## config.mk

```make
export PLATFORM = sky130hd
export DESIGN_NAME = timer_core
export DESIGN_NICKNAME = d
export VERILOG_FILES = /design/src/rtl/timer_core.sv
export SDC_FILE = /design/constraint.sdc
export NUM_CORES = 1
export LEC_CHECK = 0
export BUFFER_PORTS_ARGS = -buffer_cell sky130_fd_sc_hd__buf_2
export CORE_MARGIN = 2
export CORE_UTILIZATION = 40
export CTS_CLUSTER_DIAMETER = 120
export DETAILED_ROUTE_END_ITERATION = 12
export RECOVER_POWER = 100
export SYNTH_ARGS = -nofsm -noshare
export SYNTH_HDL_FRONTEND = slang
export SYNTH_SLANG_ARGS = --single-unit
```

## constraint.sdc

```tcl
create_clock -name i_clk -period 3.6 [get_ports i_clk]
set_input_delay 0.36 -clock i_clk [delete_from_list [all_inputs] [get_ports i_clk]]
set_output_delay 0.36 -clock i_clk [all_outputs]
set_load 0.03 [all_outputs]
```

## src/rtl/timer_core.sv

```systemverilog
// General Timer counting engine: prescaler, up/down one-shot/periodic counter,
// PWM output, external-clock input and input capture.
// Ports:
//   i_clk, i_rst        clock and synchronous active-high reset
//   i_en, i_mode, i_dir counter enable, 0=one-shot/1=periodic, 0=down/1=up
//   i_pre_en, i_pre_val prescaler enable and divisor minus one
//   i_ext_en, i_ext_in  count rising edges of async i_ext_in instead of clk
//   i_pwm_en, i_cmp_val PWM enable and compare value
//   i_cap_en, i_cap_in  capture enable and async capture trigger
//   i_load_val          reload / terminal value
//   i_load_cmd          one-cycle load strobe
//   o_current_val       live count
//   o_capture_val       count latched at capture
//   o_capture_stb       one-cycle capture pulse
//   o_core_irq          one-cycle expiry pulse
//   o_pwm_o             PWM output
module timer_core #(
  parameter int CNT_W       = 32,
  parameter int PRE_W       = 16,
  parameter int SYNC_STAGES = 2
) (
  input  logic             i_clk,
  input  logic             i_rst,
  input  logic             i_en,
  input  logic             i_mode,
  input  logic             i_dir,
  input  logic             i_pre_en,
  input  logic [PRE_W-1:0] i_pre_val,
  input  logic             i_ext_en,
  input  logic             i_pwm_en,
  input  logic             i_cap_en,
  input  logic [CNT_W-1:0] i_load_val,
  input  logic [CNT_W-1:0] i_cmp_val,
  input  logic             i_load_cmd,
  input  logic             i_ext_in,
  input  logic             i_cap_in,
  output logic [CNT_W-1:0] o_current_val,
  output logic [CNT_W-1:0] o_capture_val,
  output logic             o_capture_stb,
  output logic             o_core_irq,
  output logic             o_pwm_o
);

  logic [SYNC_STAGES-1:0] r_ext_sync;
  logic [SYNC_STAGES-1:0] r_cap_sync;
  logic                   r_ext_q;
  logic                   r_cap_q;

  logic [CNT_W-1:0] r_count;
  logic [PRE_W-1:0] r_pre_cnt;
  logic             r_done;
  logic [CNT_W-1:0] r_capture_val;
  logic             r_capture_stb;
  logic             r_core_irq;
  logic             r_pwm;

  logic             w_ext_rise;
  logic             w_cap_rise;
  logic             w_src;
  logic             w_pre_hit;
  logic             w_tick;
  logic             w_step;
  logic             w_at_end;
  logic [CNT_W-1:0] w_reload;

  always_ff @(posedge i_clk) begin
    if (i_rst) begin
      r_ext_sync <= '0;
      r_cap_sync <= '0;
      r_ext_q    <= 1'b0;
      r_cap_q    <= 1'b0;
    end else begin
      r_ext_sync <= {r_ext_sync[SYNC_STAGES-2:0], i_ext_in};
      r_cap_sync <= {r_cap_sync[SYNC_STAGES-2:0], i_cap_in};
      r_ext_q    <= r_ext_sync[SYNC_STAGES-1];
      r_cap_q    <= r_cap_sync[SYNC_STAGES-1];
    end
  end

  assign w_ext_rise = r_ext_sync[SYNC_STAGES-1] & ~r_ext_q;
  assign w_cap_rise = r_cap_sync[SYNC_STAGES-1] & ~r_cap_q;

  assign w_src     = i_ext_en ? w_ext_rise : 1'b1;
  assign w_pre_hit = (r_pre_cnt == i_pre_val);
  assign w_tick    = i_pre_en ? (w_src & w_pre_hit) : w_src;
  assign w_step    = i_en & w_tick & ~r_done;
  assign w_reload  = i_dir ? '0 : i_load_val;

  // Up count expires at or beyond the terminal value so that a
  // load_val lowered below the live count still terminates.
  assign w_at_end = i_dir ? (r_count >= i_load_val)
                          : (r_count == '0);

  always_ff @(posedge i_clk) begin
    if (i_rst) begin
      r_count       <= '0;
      r_pre_cnt     <= '0;
      r_done        <= 1'b0;
      r_capture_val <= '0;
      r_capture_stb <= 1'b0;
      r_core_irq    <= 1'b0;
      r_pwm         <= 1'b0;
    end else begin
      r_core_irq <= 1'b0;
      if (i_load_cmd) begin
        r_count   <= w_reload;
        r_pre_cnt <= '0;
        r_done    <= 1'b0;
      end else begin
        if (i_en & w_src & i_pre_en) begin
          r_pre_cnt <= w_pre_hit ? '0 : r_pre_cnt + PRE_W'(1);
        end
        if (w_step) begin
          if (w_at_end) begin
            r_core_irq <= 1'b1;
            if (i_mode) begin
              r_count <= w_reload;
            end else begin
              r_done <= 1'b1;
            end
          end else if (i_dir) begin
            r_count <= r_count + CNT_W'(1);
          end else begin
            r_count <= r_count - CNT_W'(1);
          end
        end
      end
      // Capture and PWM both see the count from before this edge.
      r_capture_stb <= i_cap_en & w_cap_rise;
      if (i_cap_en & w_cap_rise) begin
        r_capture_val <= r_count;
      end
      r_pwm <= i_pwm_en & (r_count < i_cmp_val);
    end
  end

  assign o_current_val = r_count;
  assign o_capture_val = r_capture_val;
  assign o_capture_stb = r_capture_stb;
  assign o_core_irq    = r_core_irq;
  assign o_pwm_o       = r_pwm;

endmodule
```

# Word-level counts from Yosys, hierarchy flattened
# Cells that the tools add are included.
[word_totals]
ff_bits = 90
inputBits = 92
word_cells = 49
[op_classes]
addsub = 3
order_cmp = 2
eq_ne = 2
mux = 11
bitwise_logic = 14
n_reduce_logical = 6
[op_table]
columns = ["operator", "n"]
rows = [
  ["2-to-1 mux 32 bit", 6],
  ["adder 32 x 1 -> 32 bit (second input constant)", 1],
  [">= comparator 32 bit", 1],
  ["logical NOT 32 bit", 1],
  ["less-than comparator 32 bit", 1],
  ["subtractor 32 x 1 -> 32 bit (second input constant)", 1],
  ["adder 16 x 1 -> 16 bit (second input constant)", 1],
  ["equality test 16 bit", 1],
  ["2-to-1 mux 16 bit", 1],
  ["bitwise AND 1 bit", 9],
  ["inverter 1 bit", 5],
  ["2-to-1 mux 1 bit", 4],
  ["!= test 3 bit (second input constant)", 1],
  ["AND reduction 3 bit", 1],
  ["OR reduction 3 bit", 1],
  ["AND reduction 2 bit", 1],
  ["nonzero test 2 bit", 1],
  ["OR reduction 2 bit", 1],
]

# Longest topological paths before layout
[depth]
depth_word = 9
mapped_depth = 14
ltp_nobuf = 11

# Least setup slack after synthesis
# No wires, ideal clock.
[synth_timing]
path_kind = "input-to-reg"
startpoint = "input i_dir"
endpoint = "register r_count[31] (netlist: o_current_val[31])"
arrival_time_ns = 3.218
t_required_ns = 3.467
slack_ns = 0.249
stages = 11
path_buffers = 0
path_cell_list = "inv_1 > ha_1 > and3_1 > a221o_1 > a211oi_1 > a21oi_1 > a211oi_1 > o41a_1 > xnor2_1 > mux2i_1 > a31oi_1"
[synth_between]
elab_chain_len = 5
word_cells_on_any_way = 9
cone_classes = "eq/ne: 1; mux: 7; reduce/logical: 1"
[synth_rtl]
columns = ["item", "line", "text"]
rows = [
  ["from (decl)", "26", "input logic i_dir,"],
  ["2-to-1 mux 32 bit", "87", "assign w_reload = i_dir ? '0 : i_load_val;"],
  ["2-to-1 mux 32 bit", "116", "if (i_mode) begin"],
  ["2-to-1 mux 32 bit", "114", "if (w_at_end) begin"],
  ["2-to-1 mux 32 bit", "113", "if (w_step) begin"],
  ["2-to-1 mux 32 bit", "105", "if (i_load_cmd) begin"],
  ["to (signal assigned)", "106", "r_count <= w_reload;"],
  ["to (signal assigned)", "117", "r_count <= w_reload;"],
  ["to (signal assigned)", "122", "r_count <= r_count + CNT_W'(1);"],
  ["to (decl)", "49", "logic [CNT_W-1:0] r_count;"],
]
# Parallel ways exist; a longest one is shown, timed or not. The select of a mux whose other input is x is not followed.
# A chain may end at the register's enable or synchronous reset.

# Worst setup path in the final report
[layout_timing]
startpoint = "register r_count[21] (netlist: o_current_val[21])"
endpoint = "register r_count[21] (netlist: o_current_val[21])"
[layout_between]
elab_chain_len = 5
word_cells_on_any_way = 11
cone_classes = "add/sub: 2; order compare: 1; eq/ne: 1; mux: 5; reduce/logical: 2"
[layout_rtl]
columns = ["item", "line", "text"]
rows = [
  ["subtractor 32 x 1 -> 32 bit, or another cell as far along", "124", "r_count <= r_count - CNT_W'(1);"],
  ["2-to-1 mux 32 bit or 2-to-1 mux 1 bit (tied branches)", "121, 91", ""],
  ["2-to-1 mux 32 bit", "114", ""],
  ["2-to-1 mux 32 bit", "113", ""],
  ["2-to-1 mux 32 bit", "105", ""],
]
# Parallel ways exist; a longest one is shown, timed or not. The select of a mux whose other input is x is not followed.

==> summary.txt <==
Outcome
  – Outcome: finished, violations left
  – Failing checks: max-capacitance violations, max-slew violations

Worst setup path
  – CP startpoint kind: flip-flop
  – Worst-path cell chain: nor4_1, nand4_1, or3_1, and2_1, o21a_1, a311oi_4, buf_12, clkbuf_2, nor2b_1, nor3_1
  – CP max-delay cell: nor4_1
  – CP peak stage delay: 550 ps
  – Critical Path Sink Type: flip-flop
  – WS Path Type: reg -> reg
  – Worst-path fanout max: 38
  – WP buf/inv: 2
  – Worst EP arrival: 3510 ps
  – Top delay family on crit path: simple AND/OR/NAND/NOR gates
  – CP required: 3750 ps

Clock network
  – Clock buffer depth: 2
  – CTS tree: yes
  – Root buffer selected by CTS: clkbuf_16
  – Hold Buf Count CTS: 0
  – Clock sinks: 90
  – Postcts setup bufs: 0
  – CTS buffer count: 9
  – H-tree depth: 3
  – Worst-path clk slew: 70 ps
  – Post-CTS resize count: 0
  – Worst skew pair latency: 350 ps

Timing
  – Fin Hold WS: 237 ps
  – Final setup violation count: 0
  – Fin. Hold Viols: 0
  – Final slew viol count: 75
  – Clock Skew: 9.30 ps
  – Slew HR: -35.2%
  – Tcrit/Tclk final: 93.3%
  – Final Critical Period: 3360 ps
  – Max Clock Freq: 298 MHz
  – Setup_tns: 0 ps
  – Slew @ Worst Pin: 2030 ps
  – RSZ-0062 raised after global routing: no
  – Setup ws final: 241 ps

Power and ir drop
  – Worst vdd rail ir drop: 265 uV
  – Sequential share of power: 33.0%
  – Combinational power share: 34.1%
  – Internal: 2.21 mW
  – Total design power: 3.44 mW
  – Switching share of power: 35.9%
  – Clk pwr share: 32.9%
  – Sw power: 1.24 mW
  – Leak pwr: 4.09 nW
  – Pwr per Cell Area: 406 nW/um2

Place
  – Port bufs: 158
  – DP Wirelength: 17,000 um
  – Post-Place Worst Slack: 93.7 ps
  – Routability congestion estimate: 0.921

Floorplan
  – Core area: 17,200 um2
  – Starting Density: 40.8%
  – # IOs: 159
  – Core Rows: 48
  – Die Wd: 137 um
  – Die Footprint: 18,700 um2
  – Die Y: 137 um

Synthesis
  – Flip-flop and latch count after synthesis: 90
  – Ys Warns: 0
  – Post-synthesis cell area: 7040 um2
  – EDFF count, synth: 0
  – Synth top area share: 25.6%
  – Leading area contributor after synthesis: dfxtp_1
  – Sequential area share after synthesis: 25.6%
  – Top post-synthesis cells by area: dfxtp_1 (26%), ha_1 (17%), a21oi_1 (5.9%), nand2_1 (5.7%), a21o_1 (4.2%)
  – Syn Nets: 1,084
  – Average size of a mapped cell: 7.84 um2
  – Mapped Cells: 897
  – Distinct cells, synth: 59
  – Fraction of registers with async set/reset: 0%
  – Top_reg_cell synth: dfxtp_1

Detailed routing
  – Initial DRT Pass Iterations: 5
  – DRC: 0
  – DR vias: 7,046
  – Routed Antenna Nets: 0
  – Drt wl/cell: 17.0 um
  – Vias/cell: 5.44
  – Final WL: 22,000 um
  – Initial DRC count: 430

Layout
  – Layout cells sized above 1: 13.9%
  – # diodes: 0
  – Most frequent cells in the layout: nand2_1 (106), ha_1 (94), buf_2 (93), dfxtp_1 (90), a21oi_1 (83)
  – Most common cell after layout, fill and taps aside: nand2_1
  – Nets: 1,252
  – Layout Utilization: 49.2%
  – Area growth, synth to finish: 20.5%

GRT
  – Largest net degree at the start of global routing: 41
  – Initial antenna violation count: 0
  – First-pass GRT wire length: 34,500 um
  – Total Routing Usage GR: 23.7%
  – GR Overflow Total: 0
  – Vias in the first global route: 6,394

Hold path
  – Worst hold path type: in -> reg

Job
  – Max Cap Violations: 2
## metal layers
layer  vias up  global-route usage [%]  wire length [um]
met3        24                    4.07              1600
met5         -                       0                 0
met4         0                    6.02               386
li1       3530                       -                 -
met1      3257                    34.0             10400
met2       235                    36.8              9550
## cell usage after synthesis, types with 4 or more instances
cell type,instances
or3_1,6
a221oi_1,9
and3_1,11
nor4_1,12
nand4_1,17
o21a_1,4
and2_1,6
mux2i_1,13
xor2_1,33
a211oi_1,14
xnor2_1,22
nor3b_1,4
a21oi_1,83
nand2b_1,4
or4_1,4
a21boi_0,5
nor2_1,52
a31oi_1,11
buf_6,4
ha_1,94
a21o_1,39
o211ai_1,4
inv_1,78
o31ai_1,7
nor2b_1,24
clkbuf_1,26
o21bai_1,5
o21ai_0,31
dfxtp_1,90
nand2_1,106
nand3_1,14
nor3_1,26
## state kept, by name, indices dropped and copies added (netlist names)
register       count
o_capture_val     32
o_current_val     32
r_pre_cnt         16
r_cap_sync         2
r_ext_sync         2
o_capture_stb      1
o_core_irq         1
o_pwm_o            1
r_cap_q            1
r_done             1
r_ext_q            1
## cell families (layout without fill, tap and decap cells)
family	after synthesis	in the layout	share of synthesized area, %
AOI/OAI and AO/OA	234	234	21.5
adders and majority gates	95	95	17.0
and+or+nand+nor	296	296	20.5
xor gates and xnor gates	55	55	6.85
muxes	13	13	1.85
buffers and inverters	114	287	6.72
DFF	90	90	25.6
## path summary, 6_finish.rpt
path	start	endpoint	slack, ps	depth (start not counted)
setup / recovery	o_current_val[21]	o_current_val[21]	240	10
hold / removal	i_cap_in	r_cap_sync[0]	240	2
setup reg to reg	o_current_val[21]	o_current_val[21]	240	10
hold reg to reg	r_ext_sync[0]	r_ext_sync[1]	440	1
## cell type report
cell class	instances	area (um2)
multi-input combinational	693	4780
sequential	90	1800
fill	1737	8760
tap	225	282
clock inverter	7	121
inverter	78	293
timing repair buffer	193	973
clock buffer	9	225
## power by group through the flow
| stage | logic (mW) | registers [mW] | clock network [mW] |
|---|---|---|---|
| floorplan | 0.714 | 1.23 | 0 |
| global placement | 1.17 | 1.16 | 0 |
| detailed placement | 1.17 | 1.16 | 0 |
| CTS | 1.18 | 1.13 | 1.15 |
| global route | 1.31 | 1.14 | 1.19 |
| finish | 1.17 | 1.14 | 1.13 |
## per-stage QoR
step,instances,cell area [um2]
final,1295,8480
after global routing,1295,8480
after CTS,1295,8580
after detailed placement,1279,8230
after global placement,1279,8230
after floorplan,897,7040
No activity file was read; power rests on OpenSTA's default activity.
